## src/rtl/protocol_frame_sequencer.sv

```systemverilog
`timescale 1ns/1ps
// protocol_frame_sequencer: frames the decoded LED-chain bit stream into words, claims the
// first flagged word of each frame for the local LED and forwards every bit downstream.
module protocol_frame_sequencer #(
    parameter int WORD_BITS  = 32,
    parameter int GAP_CYCLES = 255,
    parameter int GAP_W      = 8
) (
    input  logic                 clk,
    input  logic                 rst,
    input  logic                 in_data,
    input  logic                 in_clk,
    input  logic                 in_sync,
    output logic                 out_data,
    output logic                 out_clk,
    output logic [WORD_BITS-3:0] led_word,
    output logic                 led_valid,
    output logic                 parity_err,
    output logic                 frame_err,
    output logic                 busy
);
    localparam int CNT_W = $clog2(WORD_BITS);
    localparam int PAY_W = WORD_BITS - 2;
    localparam logic [CNT_W-1:0] LAST_BIT = CNT_W'(WORD_BITS - 1);
    localparam logic [GAP_W-1:0] GAP_MAX  = GAP_W'(GAP_CYCLES);
    localparam logic [GAP_W-1:0] GAP_LAST = GAP_W'(GAP_CYCLES - 1);

    typedef enum logic [2:0] {IDLE, HUNT, CAPTURE, PASS, ERROR} state_t;

    state_t           state_q, state_d;
    logic [CNT_W-1:0] bit_cnt_q, bit_cnt_d;
    logic [GAP_W-1:0] gap_cnt_q, gap_cnt_d;
    logic [PAY_W-1:0] shift_q, shift_d;
    logic [PAY_W-1:0] led_word_q, led_word_d;
    logic             xor_q, xor_d;
    logic             led_valid_q, led_valid_d;
    logic             parity_err_q, parity_err_d;
    logic             frame_err_q, frame_err_d;
    logic             out_data_q, out_data_d;
    logic             out_clk_q, out_clk_d;
    logic             accept, timeout, swap;

    always_comb begin
        // NOTE: every signal written here gets a default first, so no path leaves a latch behind.
        accept       = in_clk & in_sync;
        // A strobe in the cycle the gap would expire wins, so the frame survives it.
        timeout      = (state_q != IDLE) && !accept && (gap_cnt_q >= GAP_LAST);
        swap         = 1'b0;
        state_d      = state_q;
        bit_cnt_d    = bit_cnt_q;
        shift_d      = shift_q;
        xor_d        = xor_q;
        led_word_d   = led_word_q;
        led_valid_d  = 1'b0;
        parity_err_d = 1'b0;
        frame_err_d  = frame_err_q;

        if (accept)
            gap_cnt_d = '0;
        else if (gap_cnt_q == GAP_MAX)
            gap_cnt_d = GAP_MAX;
        else
            gap_cnt_d = gap_cnt_q + 1'b1;

        if (accept)
            bit_cnt_d = (bit_cnt_q == LAST_BIT) ? '0 : bit_cnt_q + 1'b1;

        if (state_q != IDLE && state_q != ERROR && !in_sync) begin
            state_d     = ERROR;
            frame_err_d = 1'b1;
        end else if (timeout) begin
            state_d   = IDLE;
            bit_cnt_d = '0;
            if (bit_cnt_q != '0)
                frame_err_d = 1'b1;
        end else if (accept) begin
            unique case (state_q)
                IDLE, HUNT: begin
                    if (state_q == IDLE)
                        frame_err_d = 1'b0;
                    if (bit_cnt_q == '0) begin
                        if (in_data) begin
                            swap    = 1'b1;
                            state_d = CAPTURE;
                            shift_d = '0;
                            xor_d   = 1'b0;
                        end else begin
                            state_d = HUNT;
                        end
                    end
                end
                CAPTURE: begin
                    if (bit_cnt_q == LAST_BIT) begin
                        if (xor_q == in_data) begin
                            led_word_d  = shift_q;
                            led_valid_d = 1'b1;
                        end else begin
                            parity_err_d = 1'b1;
                        end
                        state_d = PASS;
                    end else begin
                        shift_d = {shift_q[PAY_W-2:0], in_data};
                        xor_d   = xor_q ^ in_data;
                    end
                end
                default: ;
            endcase
        end

        out_clk_d  = accept & (state_q != ERROR);
        out_data_d = in_data ^ swap;
    end

    always_ff @(posedge clk or posedge rst) begin
        if (rst) begin
            state_q      <= IDLE;
            bit_cnt_q    <= '0;
            gap_cnt_q    <= '0;
            shift_q      <= '0;
            xor_q        <= 1'b0;
            led_word_q   <= '0;
            led_valid_q  <= 1'b0;
            parity_err_q <= 1'b0;
            frame_err_q  <= 1'b0;
            out_data_q   <= 1'b0;
            out_clk_q    <= 1'b0;
        end else begin
            // NOTE: non-blocking assignments so every flop samples the pre-edge values.
            state_q      <= state_d;
            bit_cnt_q    <= bit_cnt_d;
            gap_cnt_q    <= gap_cnt_d;
            shift_q      <= shift_d;
            xor_q        <= xor_d;
            led_word_q   <= led_word_d;
            led_valid_q  <= led_valid_d;
            parity_err_q <= parity_err_d;
            frame_err_q  <= frame_err_d;
            out_data_q   <= out_data_d;
            out_clk_q    <= out_clk_d;
        end
    end

    assign out_data   = out_data_q;
    assign out_clk    = out_clk_q;
    assign led_word   = led_word_q;
    assign led_valid  = led_valid_q;
    assign parity_err = parity_err_q;
    assign frame_err  = frame_err_q;
    assign busy       = (state_q != IDLE);

endmodule

```

## config.mk

```make
export PLATFORM = sky130hd
export DESIGN_NAME = protocol_frame_sequencer
export DESIGN_NICKNAME = d
export VERILOG_FILES = /design/src/rtl/protocol_frame_sequencer.sv
export SDC_FILE = /design/constraint.sdc
export NUM_CORES = 1
export LEC_CHECK = 0
export BUFFER_PORTS_ARGS = -buffer_cell sky130_fd_sc_hd__buf_2
export CAP_MARGIN = 20
export CORE_MARGIN = 2
export CORE_UTILIZATION = 35
export DETAILED_ROUTE_END_ITERATION = 6
export MAX_ROUTING_LAYER = met4
export PLACE_DENSITY = 0.6
export SLEW_MARGIN = 20
export SYNTH_ARGS = -nofsm -noshare
export SYNTH_HDL_FRONTEND = slang
export SYNTH_SLANG_ARGS = --single-unit
export TNS_END_PERCENT = 5
```

## constraint.sdc

```tcl
create_clock -name clk -period 3.28 [get_ports clk]
set_input_delay 0.328 -clock clk [delete_from_list [all_inputs] [get_ports clk]]
set_output_delay 0.328 -clock clk [all_outputs]
set_load 0.02 [all_outputs]
```

## Word level (Yosys, flattened, before mapping)

Index checks and enable logic that the tools add are counted.
W data, S select, Z words.

| storage, ports and cells | value |
|---|---|
| input bits | 5 |
| word-level logic and storage cells | 97 |
| flip-flop bits (word level) | 82 |
| output and inout port bits | 36 |

| operators by class | value |
|---|---|
| eq/ne operators | 12 |
| magnitude comparators | 1 |
| bitwise operators | 6 |
| muxes and demuxes | 45 |
| $add $sub $neg | 2 |
| reduce and logical (&&, ||, !) cells | 20 |

Operators by type and width:

| cell | count |
|---|---|
| $mux W30 | 3 |
| $pmux W30 S2 | 1 |
| $mux W1 | 27 |
| $mux W5 | 4 |
| $mux W8 | 2 |
| $mux W3 | 5 |
| $reduce_bool A3 Y1 | 4 |
| $add A8 B1 Y8 const B | 1 |
| $eq A8 B8 Y1 const B | 1 |
| $ge A8 B8 Y1 const B | 1 |
| $ne A4 B4 Y1 const B | 2 |
| $reduce_and A4 Y1 | 2 |
| $reduce_and A7 Y1 | 1 |
| $ne A2 B2 Y1 const B | 3 |
| $pmux W3 S2 | 1 |
| $reduce_and A6 Y1 | 1 |
| $add A5 B1 Y5 const B | 1 |
| $eq A5 B5 Y1 const B | 1 |
| $logic_not A5 Y1 | 1 |
| $reduce_bool A5 Y1 | 1 |
| $logic_and A1 B1 Y1 | 4 |
| $reduce_bool A4 Y1 | 1 |
| $eq A3 B1 Y1 const B | 1 |
| $eq A3 B2 Y1 const B | 1 |
| 12 further kinds | 16 |

## Logic depth before layout (Yosys ltp)

Gate-level depths: netlist (run 1).

| logic depth | value |
|---|---|
| depth in word-level cells | 7 |
| mapped depth | 9 |
| depth with buffers taken out | 7 |

## Least setup slack after synthesis (run 1)

OpenSTA, ideal clock, no wires.

| path | value |
|---|---|
| kind | register to register |
| from | register bit_cnt_q[0] |
| to | register led_word_q[0], in the netlist led_word[0] |
| clock period less this slack | 2118 ps |
| path slack | 1162 ps |
| data required time | 3155 ps |
| arrival time | 1993 ps |
| buffers on the path | 2 |
| cell stages (with the launch flop) | 8 |
| setup time | 125 ps |
| cell sequence | dfrtp_1 > ha_1 > and3_2 > ha_1 > clkbuf_1 > nand4_1 > buf_1 > mux2_2 |

| on the way | value |
|---|---|
| cells in the longest elaborated chain, start to end | 2 |

Ends and longest elaborated chain:

| item | RTL line | text |
|---|---|---|
| from (decl) | 31 | `logic [CNT_W-1:0] bit_cnt_q, bit_cnt_d;` |
| from (signal assigned) | 130 | `bit_cnt_q <= bit_cnt_d;` |
| $eq A5 B5 Y1 | 93 | `if (bit_cnt_q == LAST_BIT) begin` |
| $reduce_and A6 Y1 (no source line) | n/a |  |
| to (signal assigned) | 134 | `led_word_q <= led_word_d;` |
| to (decl) | 34 | `logic [PAY_W-1:0] led_word_q, led_word_d;` |

No other way between the ends.
A chain may end at the register's enable or synchronous reset.

## Final worst setup path (run 1)

| path | value |
|---|---|
| from | register bit_cnt_q[0] |
| to | register shift_q[18] |

| on the way | value |
|---|---|
| cells in the longest elaborated chain, start to end | 3 |
| elaborated cells on any way between the ends | 5 |
| those cells by class | eq/ne (3); reduce/logical (2) |

Ends and longest elaborated chain:

| item | RTL line | text |
|---|---|---|
| $eq A5 B5 Y1 / $logic_not A5 Y1 (equally long branches) | 93, 81 |  |
| $ne A2 B2 Y1 (no source line) | n/a |  |
| $reduce_and A7 Y1 (no source line) (*) | n/a |  |
| to (signal assigned) | 132 | `shift_q <= shift_d;` |
| to (decl) | 33 | `logic [PAY_W-1:0] shift_q, shift_d;` |

Mark *: on every way between the ends. The rest lies on a longest branch, timed or not.

==> impl_metrics.env, run 1 <==
export IMPL_die_w_um=105
export IMPL_fin_cells=479
export IMPL_drtAntennaViolNets=0
export IMPL_grtUsageTotal_pct=13.1
export IMPL_coreArea_sq_um=9860
export IMPL_final_cell_mix="82 x dfrtp_1, 40 x buf_2, 30 x mux2_2"
export IMPL_worst_pin_slew_ns=1.02
export IMPL_cts_inserted_buffers=9
export IMPL_p_switching_uw=604
export IMPL_crit_top_cell="ha_1"
export IMPL_clockBufferDepth=2
export IMPL_ctsResizeCount=0
export IMPL_hpwl_mm=4.39
export IMPL_synth_seq_cells=82
export IMPL_crit_slowest_cell="o32a_1"
export IMPL_io_buffers=40
export IMPL_internal_power_mw=1.60
export IMPL_die_h_um=105
export IMPL_grt_ovfl_total=0
export IMPL_ios=41
export IMPL_cts_max_level=3
export IMPL_worst_setup_path_type="register to register"
export IMPL_crit_required_ns=3.53
export IMPL_wl_per_cell_um=13.6
export IMPL_numClockSinks=82
export IMPL_syn_cell_area_sq_um=3580
export IMPL_final_nets=351
export IMPL_diodes=0
export IMPL_cap_violations=0
export IMPL_cts_tree="done"
export IMPL_avgSynthCellArea_sq_um=11.9
export IMPL_ys_warn_count=0
export IMPL_r2r_slack_ns=0.70
export IMPL_rr_worst_depth=7
export IMPL_r2r_end="shift_q[18]"
export IMPL_rr_startpoint="bit_cnt_q[0]"
export IMPL_antenna_found_initial=0
export IMPL_setup_viol_count_final=0
export IMPL_worst_path_max_fanout=26
export IMPL_p_leak_nw=2.01
export IMPL_routed_wl_mm=6.51
export IMPL_worst_hold_path_type="primary input to async pin"
export IMPL_drtPass1Iterations=5
export IMPL_vias_per_cell=4.99
export IMPL_remaining_drc_errors=0
export IMPL_grt_pass1_vias=2362
export IMPL_grt_start_max_net_pins=58
export IMPL_hold_viol=0
export IMPL_peakVddDrop_mv=0.160
export IMPL_place_congestion=0.806
export IMPL_die_area_sq_um=11000
export IMPL_syn_inst=300
export IMPL_synth_edf_count=0
export IMPL_cp_arrival_ns=2.83
export IMPL_drive_gt1_share_pct=30.1
export IMPL_clock_skew_ns=0.0140
export IMPL_comb_power_share_pct=11.2
export IMPL_slew_violations=0
export IMPL_initial_core_util_pct=36.3
export IMPL_powerDensity_nw_per_um2=538
export IMPL_min_period_ns=2.58
export IMPL_swShare_pct=27.4
export IMPL_max_stage_delay_ns=0.90
export IMPL_num_vias=2388
export IMPL_startpoint_type="register"
export IMPL_yosysSeqAreaShare_pct=57.4
export IMPL_synth_nets=310
export IMPL_dp_cells=463
export IMPL_seqPwrFrac_pct=54.9
export IMPL_status="finished clean"
export IMPL_tns_ns=0
export IMPL_row_count=36
export IMPL_syn2layout_area_growth_pct=14.5
export IMPL_root_buffer="clkbuf_8"
export IMPL_clock_latency_ns=0.36
export IMPL_rsz0062_at_grt="false"
export IMPL_grt_pass1_wl_mm=11.3
export IMPL_ctsHoldBuffers=0
export IMPL_ys_flop_type="dfrtp_1"
export IMPL_slew_headroom_pct=31.7
export IMPL_post_cts_setup_buffers=0
export IMPL_path_cells="ha_1 > and3_2 > ha_1 > o32a_1 > buf_4 > o21ai_0 > o41ai_1"
export IMPL_synth_distinct_cells=43
export IMPL_cp_end_kind="register"
export IMPL_drtIter0Drc=134
export IMPL_clk_pin_slew_ns=0.09
export IMPL_min_period_over_period_pct=78.8
export IMPL_synthArstFlopShare_pct=100
export IMPL_mostFrequentLayoutCell="dfrtp_1"
export IMPL_max_freq_ghz=0.387
export IMPL_pwr_share_clk_pct=33.9
-- power groups by stage --
stage	clock [mW]	sequential [mW]	combinational, mW
floorplan	0	1.21	0.188
global placement	0	1.23	0.241
detailed placement	0	1.23	0.250
CTS	0.765	1.21	0.251
global route	0.816	1.23	0.285
finish	0.747	1.21	0.246
-- cells by family (layout without fill, tap and decap cells) --
family	after synthesis	count (layout)	synth area share, %
xor gates and xnor gates	3	3	0.735
AOI/OAI and AO/OA	59	59	11.0
and+or+nand+nor	65	65	9.73
DFF	82	82	57.4
adders and majority gates	5	5	1.75
muxes	45	45	13.6
buffers and inverters	41	87	5.77
-- registers in the layout, indices dropped and copies added, names as in the netlist --
| register | cells |
|---|---|
| out_data | 1 |
| frame_err | 1 |
| led_valid | 1 |
| state_q | 3 |
| gap_cnt_q | 8 |
| led_word | 30 |
| xor_q | 1 |
| bit_cnt_q | 5 |
| parity_err | 1 |
| out_clk | 1 |
| shift_q | 30 |
-- cells in the mapped netlist, types with 2 or more instances --
library cell	instances	area, sq um
o41ai_1	14	123
buf_2	2	10.0
nor3_1	6	30.0
xnor2_1	2	17.5
buf_1	4	15.0
nand3_1	2	10.0
a21oi_1	14	70.1
clkbuf_1	8	30.0
mux2i_1	15	150
dfrtp_1	82	2050
nand2b_1	3	18.8
nor4_1	3	18.8
o41ai_2	2	32.5
ha_1	5	62.6
nand2_1	25	93.8
buf_6	3	33.8
nand4_1	3	18.8
mux2_2	30	338
a31oi_1	3	18.8
nor3b_1	2	15.0
inv_1	22	82.6
o21ai_0	21	105
nor2_1	9	33.8
-- through the flow --
stage                     worst slack, ns  hold WS [ns]  power, mW  util (%)  area [sq um]
after detailed placement            0.720         0.487       1.48      39.4          3890
after CTS                           0.701         0.192       2.23      41.5          4090
after floorplan                     0.844         0.453       1.40         -          3580
after global routing                0.417         0.141       2.33      41.5          4090
after global placement              0.794         0.482       1.47      39.4          3890
final                               0.696        0.0841       2.20      41.5          4090
-- layout make-up --
class	count	area (sq um)
tap	133	166
sequential	82	2050
inverter	22	85.1
multi-input combinational	177	1320
timing repair buffer	49	268
fill	927	5770
clock buffer	11	141
clock inverter	5	62.6
-- how the worst max path moves through the flow --
stage	startpoint	endpoint	slack [ns]
after floorplan	rst	bit_cnt_q[0]	0.84
after global placement	bit_cnt_q[0]	shift_q[21]	0.79
after detailed placement	bit_cnt_q[0]	shift_q[25]	0.72
after CTS	bit_cnt_q[0]	shift_q[25]	0.70
after global routing	bit_cnt_q[0]	shift_q[18]	0.42
final	bit_cnt_q[0]	shift_q[18]	0.70
-- layer usage --
metal	global-route usage [%]	vias up	share of wire, %
li1	-	1153	-
met1	16.9	1172	48
met2	19.9	50	46
met3	3.06	13	3.8
met4	5.62	0	1.7
met5	-	-	0
-- worst max-delay path: cells and delay by family, from the launching register on --
family | cells | cell delay [ns]
AOI/OAI and AO/OA | 3 | 1.07
adders and majority gates | 2 | 0.51
buffers and inverters | 1 | 0.31
DFF | 1 | 0.41
and+or+nand+nor | 1 | 0.18
No activity file was read; power rests on OpenSTA's default activity.
==> inputs of run 2 (changes only) <==
--- a/config.mk
+++ b/config.mk
@@ -11,7 +11,7 @@
 export CORE_UTILIZATION = 35
 export DETAILED_ROUTE_END_ITERATION = 6
 export MAX_ROUTING_LAYER = met4
-export PLACE_DENSITY = 0.6
+export PLACE_DENSITY = 0.62
 export SLEW_MARGIN = 20
 export SYNTH_ARGS = -nofsm -noshare
 export SYNTH_HDL_FRONTEND = slang
==> constraint.sdc (replaced) <==
create_clock -name clk -period 2.2 [get_ports clk]
set_input_delay 0.22 -clock clk [delete_from_list [all_inputs] [get_ports clk]]
set_output_delay 0.22 -clock clk [all_outputs]
set_load 0.02 [all_outputs]
==> impl_metrics.env, run 2 (synthesized netlist as in run 1, its figures left out) <==
export IMPL_grt_start_max_net_pins=44
export IMPL_whs_ns=0.0549
export IMPL_worst_path_max_fanout=21
export IMPL_routed_wl_mm=6.62
export IMPL_ctsResizeCount=0
export IMPL_cp_end_kind="register"
export IMPL_status="finished clean"
export IMPL_hold_viol=0
export IMPL_die_h_um=105
export IMPL_syn2layout_area_growth_pct=19.0
export IMPL_crit_required_ns=2.43
export IMPL_r2r_end="shift_q[20]"
export IMPL_die_area_sq_um=11000
export IMPL_clock_skew_ns=0.0102
export IMPL_r2r_slack_ns=0.09
export IMPL_path_cells="buf_4 > ha_1 > and3_2 > ha_1 > o32a_4 > buf_4 > o41ai_1"
export IMPL_hpwl_mm=4.63
export IMPL_cp_arrival_ns=2.34
export IMPL_io_buffers=40
export IMPL_num_vias=2379
export IMPL_initial_core_util_pct=36.3
export IMPL_grt_pass1_vias=2439
export IMPL_row_count=36
export IMPL_drive_gt1_share_pct=33.0
export IMPL_placed_area_sq_um=4040
export IMPL_clock_latency_ns=0.35
export IMPL_coreArea_sq_um=9860
export IMPL_numClockSinks=82
export IMPL_p_leak_nw=2.10
export IMPL_diodes=0
export IMPL_final_cell_mix="82 x dfrtp_1, 40 x buf_2, 30 x mux2_2"
export IMPL_cap_violations=0
export IMPL_powerDensity_nw_per_um2=769
export IMPL_clockBufferDepth=2
export IMPL_final_area_sq_um=4260
export IMPL_grt_ovfl_total=0
export IMPL_clk_pin_slew_ns=0.08
export IMPL_max_stage_delay_ns=0.38
export IMPL_peakVddDrop_mv=0.251
export IMPL_ctsHoldBuffers=0
export IMPL_cts_tree="done"
export IMPL_worst_pin_slew_ns=0.938
export IMPL_ios=41
export IMPL_crit_slowest_cell="dfrtp_1"
export IMPL_min_period_ns=2.11
export IMPL_path_buf_inv=2
export IMPL_place_congestion=0.759
export IMPL_root_buffer="clkbuf_8"
export IMPL_cts_inserted_buffers=9
export IMPL_grtUsageTotal_pct=13.2
export IMPL_drtPass1Iterations=4
export IMPL_vias_per_cell=4.85
export IMPL_slew_violations=0
export IMPL_rsz0062_at_grt="true"
export IMPL_die_w_um=105
export IMPL_cts_max_level=3
export IMPL_grt_pass1_wl_mm=11.6
export IMPL_rr_worst_depth=7
export IMPL_remaining_drc_errors=0
export IMPL_antenna_found_initial=0
export IMPL_startpoint_type="register"
export IMPL_worst_setup_path_type="register to register"
export IMPL_wl_per_cell_um=13.5
export IMPL_post_cts_setup_buffers=0
export IMPL_rr_startpoint="bit_cnt_q[0]"
export IMPL_setup_viol_count_final=0
export IMPL_min_period_over_period_pct=95.7
export IMPL_max_freq_ghz=0.475
export IMPL_drtIter0Drc=80
export IMPL_mostFrequentLayoutCell="dfrtp_1"
export IMPL_slew_headroom_pct=37.3
export IMPL_crit_family="compound AO/OA/AOI/OAI gates"
export IMPL_drtAntennaViolNets=0
export IMPL_worst_hold_path_type="primary input to async pin"
export IMPL_final_nets=363
[run 2: changes by cell type in the layout (fill, tap and decap cells not counted), sizes merged]
cell and delta:
buf +12, clkbuf -1, inv -1, clkinv +2
[run 2: worst register-to-register path: cells and delay by family (launching register included)]
kind / cells / cell delay, ns
compound gates: 2 / 0.58
buf+inv: 2 / 0.36
simple gates: 1 / 0.22
fa+ha+maj: 2 / 0.44
flops: 1 / 0.38
[run 2: report_power, final]
part           internal (mW)  total, mW  switching [mW]
sequential              1.67       1.78           0.113
clock                  0.527       1.06           0.537
combinational          0.194      0.430           0.237
[run 2: worst max path at each step]
stage	start	end	slack (ns)	depth (start not counted)
global placement	bit_cnt_q[0]	xor_q	0.13	7
finish	bit_cnt_q[0]	shift_q[20]	0.09	7
floorplan	bit_cnt_q[0]	led_word[0]	0.08	7
detailed placement	bit_cnt_q[0]	shift_q[20]	0.05	6
CTS	bit_cnt_q[0]	shift_q[20]	0.03	6
global route	bit_cnt_q[0]	shift_q[8]	-0.02	7
[run 2: routing by layer]
layer / up-vias / wire length (um) / global-route usage (%)
met5: - / 0 / -
met4: 0 / 136 / 5.81
met3: 13 / 214 / 2.87
met2: 41 / 3140 / 20.9
met1: 1161 / 3130 / 16.2
li1: 1164 / - / -
[run 2: cell type report]
cell class                      count  area (sq um)
Tap cell                          133           166
Sequential cell                    82          2050
Multi-Input combinational cell    177          1340
Timing Repair Buffer               61           420
Clock buffer                       10           128
Clock inverter                      6          65.1
Fill cell                         922          5610
Inverter                           22          86.3
[run 2: metrics by stage]
stage | instances | total power, mW | setup WS, ns | utilization, % | TNS, ns
2_1_floorplan | 300 | 2.08 | 0.0825 | - | 0
3_3_place_gp | 475 | 2.23 | 0.130 | 41.0 | 0
3_5_place_dp | 475 | 2.24 | 0.0539 | 41.0 | 0
4_1_cts | 491 | 3.32 | 0.0282 | 42.9 | 0
5_1_grt | 491 | 3.47 | -0.0178 | 43.1 | -0.0534
6_report | 491 | 3.27 | 0.0941 | 43.1 | 0
==> inputs of run 3 (changes only) <==
--- a/config.mk
+++ b/config.mk
@@ -11,7 +11,6 @@
 export CORE_UTILIZATION = 35
 export DETAILED_ROUTE_END_ITERATION = 6
 export MAX_ROUTING_LAYER = met4
-export PLACE_DENSITY = 0.62
 export SLEW_MARGIN = 20
 export SYNTH_ARGS = -nofsm -noshare
 export SYNTH_HDL_FRONTEND = slang
==> impl_metrics.env, run 3 (synthesized netlist as in run 1, its figures left out) <==
export IMPL_min_period_ns=2.19
export IMPL_clockBufferDepth=2
export IMPL_cp_arrival_ns=2.42
export IMPL_place_congestion=0.790
export IMPL_max_stage_delay_ns=0.46
export IMPL_seqPwrFrac_pct=55.1
export IMPL_coreArea_sq_um=9860
export IMPL_grt_start_max_net_pins=36
export IMPL_fillCellCount=907
export IMPL_pwr_share_clk_pct=31.7
export IMPL_cap_violations=0
export IMPL_initial_core_util_pct=36.3
export IMPL_cts_tree="done"
export IMPL_comb_power_share_pct=13.3
export IMPL_mostFrequentLayoutCell="dfrtp_1"
export IMPL_wl_per_cell_um=14.4
export IMPL_worst_path_max_fanout=17
export IMPL_powerDensity_nw_per_um2=757
export IMPL_tns_ns=0
export IMPL_worst_pin_slew_ns=0.730
export IMPL_min_period_over_period_pct=99.5
export IMPL_clock_latency_ns=0.35
export IMPL_antenna_found_initial=0
export IMPL_status="finished clean"
export IMPL_whs_ns=0.186
export IMPL_p_switching_uw=927
export IMPL_drtPass1Iterations=4
export IMPL_cts_inserted_buffers=9
export IMPL_drtAntennaViolNets=0
export IMPL_hpwl_mm=4.57
export IMPL_clk_pin_slew_ns=0.09
export IMPL_ios=41
export IMPL_cp_end_kind="register"
export IMPL_worst_setup_path_type="register to register"
export IMPL_remaining_drc_errors=0
export IMPL_placed_area_sq_um=4030
export IMPL_num_vias=2415
export IMPL_path_cells="inv_1 > ha_1 > or4b_4 > o32a_1 > buf_4 > clkbuf_16 > o41ai_1"
export IMPL_swShare_pct=28.6
export IMPL_setup_viol_count_final=0
export IMPL_max_freq_ghz=0.457
export IMPL_grt_pass1_vias=2439
export IMPL_total_power_mw=3.24
export IMPL_final_util_pct=43.4
export IMPL_fin_cells=491
export IMPL_final_nets=363
export IMPL_diodes=0
export IMPL_grtUsageTotal_pct=13.4
export IMPL_final_area_sq_um=4280
export IMPL_rsz0062_at_grt="true"
export IMPL_crit_required_ns=2.43
export IMPL_peakVddDrop_mv=0.276
export IMPL_internal_power_mw=2.31
export IMPL_p_leak_nw=2.10
export IMPL_numClockSinks=82
export IMPL_drive_gt1_share_pct=32.7
export IMPL_layout_setup_ws_ns=0.0112
export IMPL_grt_pass1_wl_mm=11.7
export IMPL_io_buffers=40
export IMPL_clock_skew_ns=0.0121
export IMPL_drtIter0Drc=137
export IMPL_gr_max_usage_layer="met2"
export IMPL_cts_max_level=3
export IMPL_grt_ovfl_total=0
export IMPL_dp_slack_ns=0.0578
export IMPL_vias_per_cell=4.92
export IMPL_use_met2_pct=21.2
export IMPL_die_w_um=105
export IMPL_die_area_sq_um=11000
export IMPL_row_count=36
export IMPL_worst_hold_path_type="primary input to register"
export IMPL_use_met3_pct=2.43
export IMPL_syn2layout_area_growth_pct=19.7
export IMPL_met1_usage_pct=17.2
export IMPL_routed_wl_mm=7.07
export IMPL_slew_headroom_pct=51.2
export IMPL_root_buffer="clkbuf_8"
export IMPL_dp_cells=470
export IMPL_final_cell_mix="82 x dfrtp_1, 40 x buf_2, 30 x mux2_2"
export IMPL_slew_violations=0
export IMPL_startpoint_type="register"
export IMPL_crit_slowest_cell="or4b_4"
export IMPL_hold_viol=0
export IMPL_die_h_um=105
[run 3: cell count changes in the layout (fill, tap and decap cells not counted), sizes merged]
| cell | before | now |
|---|---|---|
| buf | 61 | 59 |
| clkinv | 3 | 1 |
| clkinvlp | 2 | 4 |
| bufinv | 1 | 0 |
| clkbuf | 10 | 11 |
| dlygate4sd3 | 0 | 1 |
| inv | 22 | 23 |
[run 3: path summary, 6_finish.rpt]
| kind | start | endpoint | slack (ns) | cells past startpoint |
|---|---|---|---|---|
| setup / recovery | bit_cnt_q[0] | shift_q[20] | 0.01 | 7 |
| hold / removal | in_data | xor_q | 0.19 | 3 |
| setup reg to reg | bit_cnt_q[0] | shift_q[20] | 0.01 | 7 |
| hold reg to reg | shift_q[29] | led_word[29] | 0.50 | 1 |
| max in group asynchronous | rst | shift_q[18] | 1.10 | 4 |
| min in group asynchronous | rst | shift_q[8] | 0.53 | 3 |
[run 3: layout make-up]
| class | instances | area, sq um | share of cell area [%] |
|---|---|---|---|
| clock buffer | 10 | 138 | 3.21 |
| clock inverter | 6 | 48.8 | 1.14 |
| inverter | 22 | 86.3 | 2.02 |
| multi-input combinational | 177 | 1330 | 30.9 |
| sequential | 82 | 2050 | 47.9 |
| tap | 133 | 166 | 3.89 |
| timing repair buffer | 61 | 465 | 10.9 |
[run 3: layer usage]
| metal | share of wire [%] | wire length, um |
|---|---|---|
| met5 | 0 | 0 |
| met4 | 1.9 | 136 |
| met3 | 3.0 | 215 |
| met2 | 48 | 3390 |
| met1 | 47 | 3320 |
[run 3: repair_timing]
action,CTS,global route
setup endpoints to repair,0,13
gates resized for setup,0,3
hold buffers,1,0
setup buffers,0,3
hold endpoints to repair,16,0
[run 3: critical path: cells and delay by family (launching register included)]
family,cells,cell delay (ns)
flip-flops,1,0.39
AND/OR/NAND/NOR,1,0.46
buffers and inverters,3,0.41
adder cells (fa/ha/maj),1,0.14
AO/OA/AOI/OAI,2,0.68
[run 3: power by group through the flow]
stage	Sequential, mW	Combinational (mW)	Clock (mW)
5_1_grt	1.81	0.494	1.11
2_1_floorplan	1.80	0.281	0
3_5_place_dp	1.81	0.427	0
3_3_place_gp	1.81	0.409	0
4_1_cts	1.79	0.431	1.04
6_report	1.78	0.429	1.03
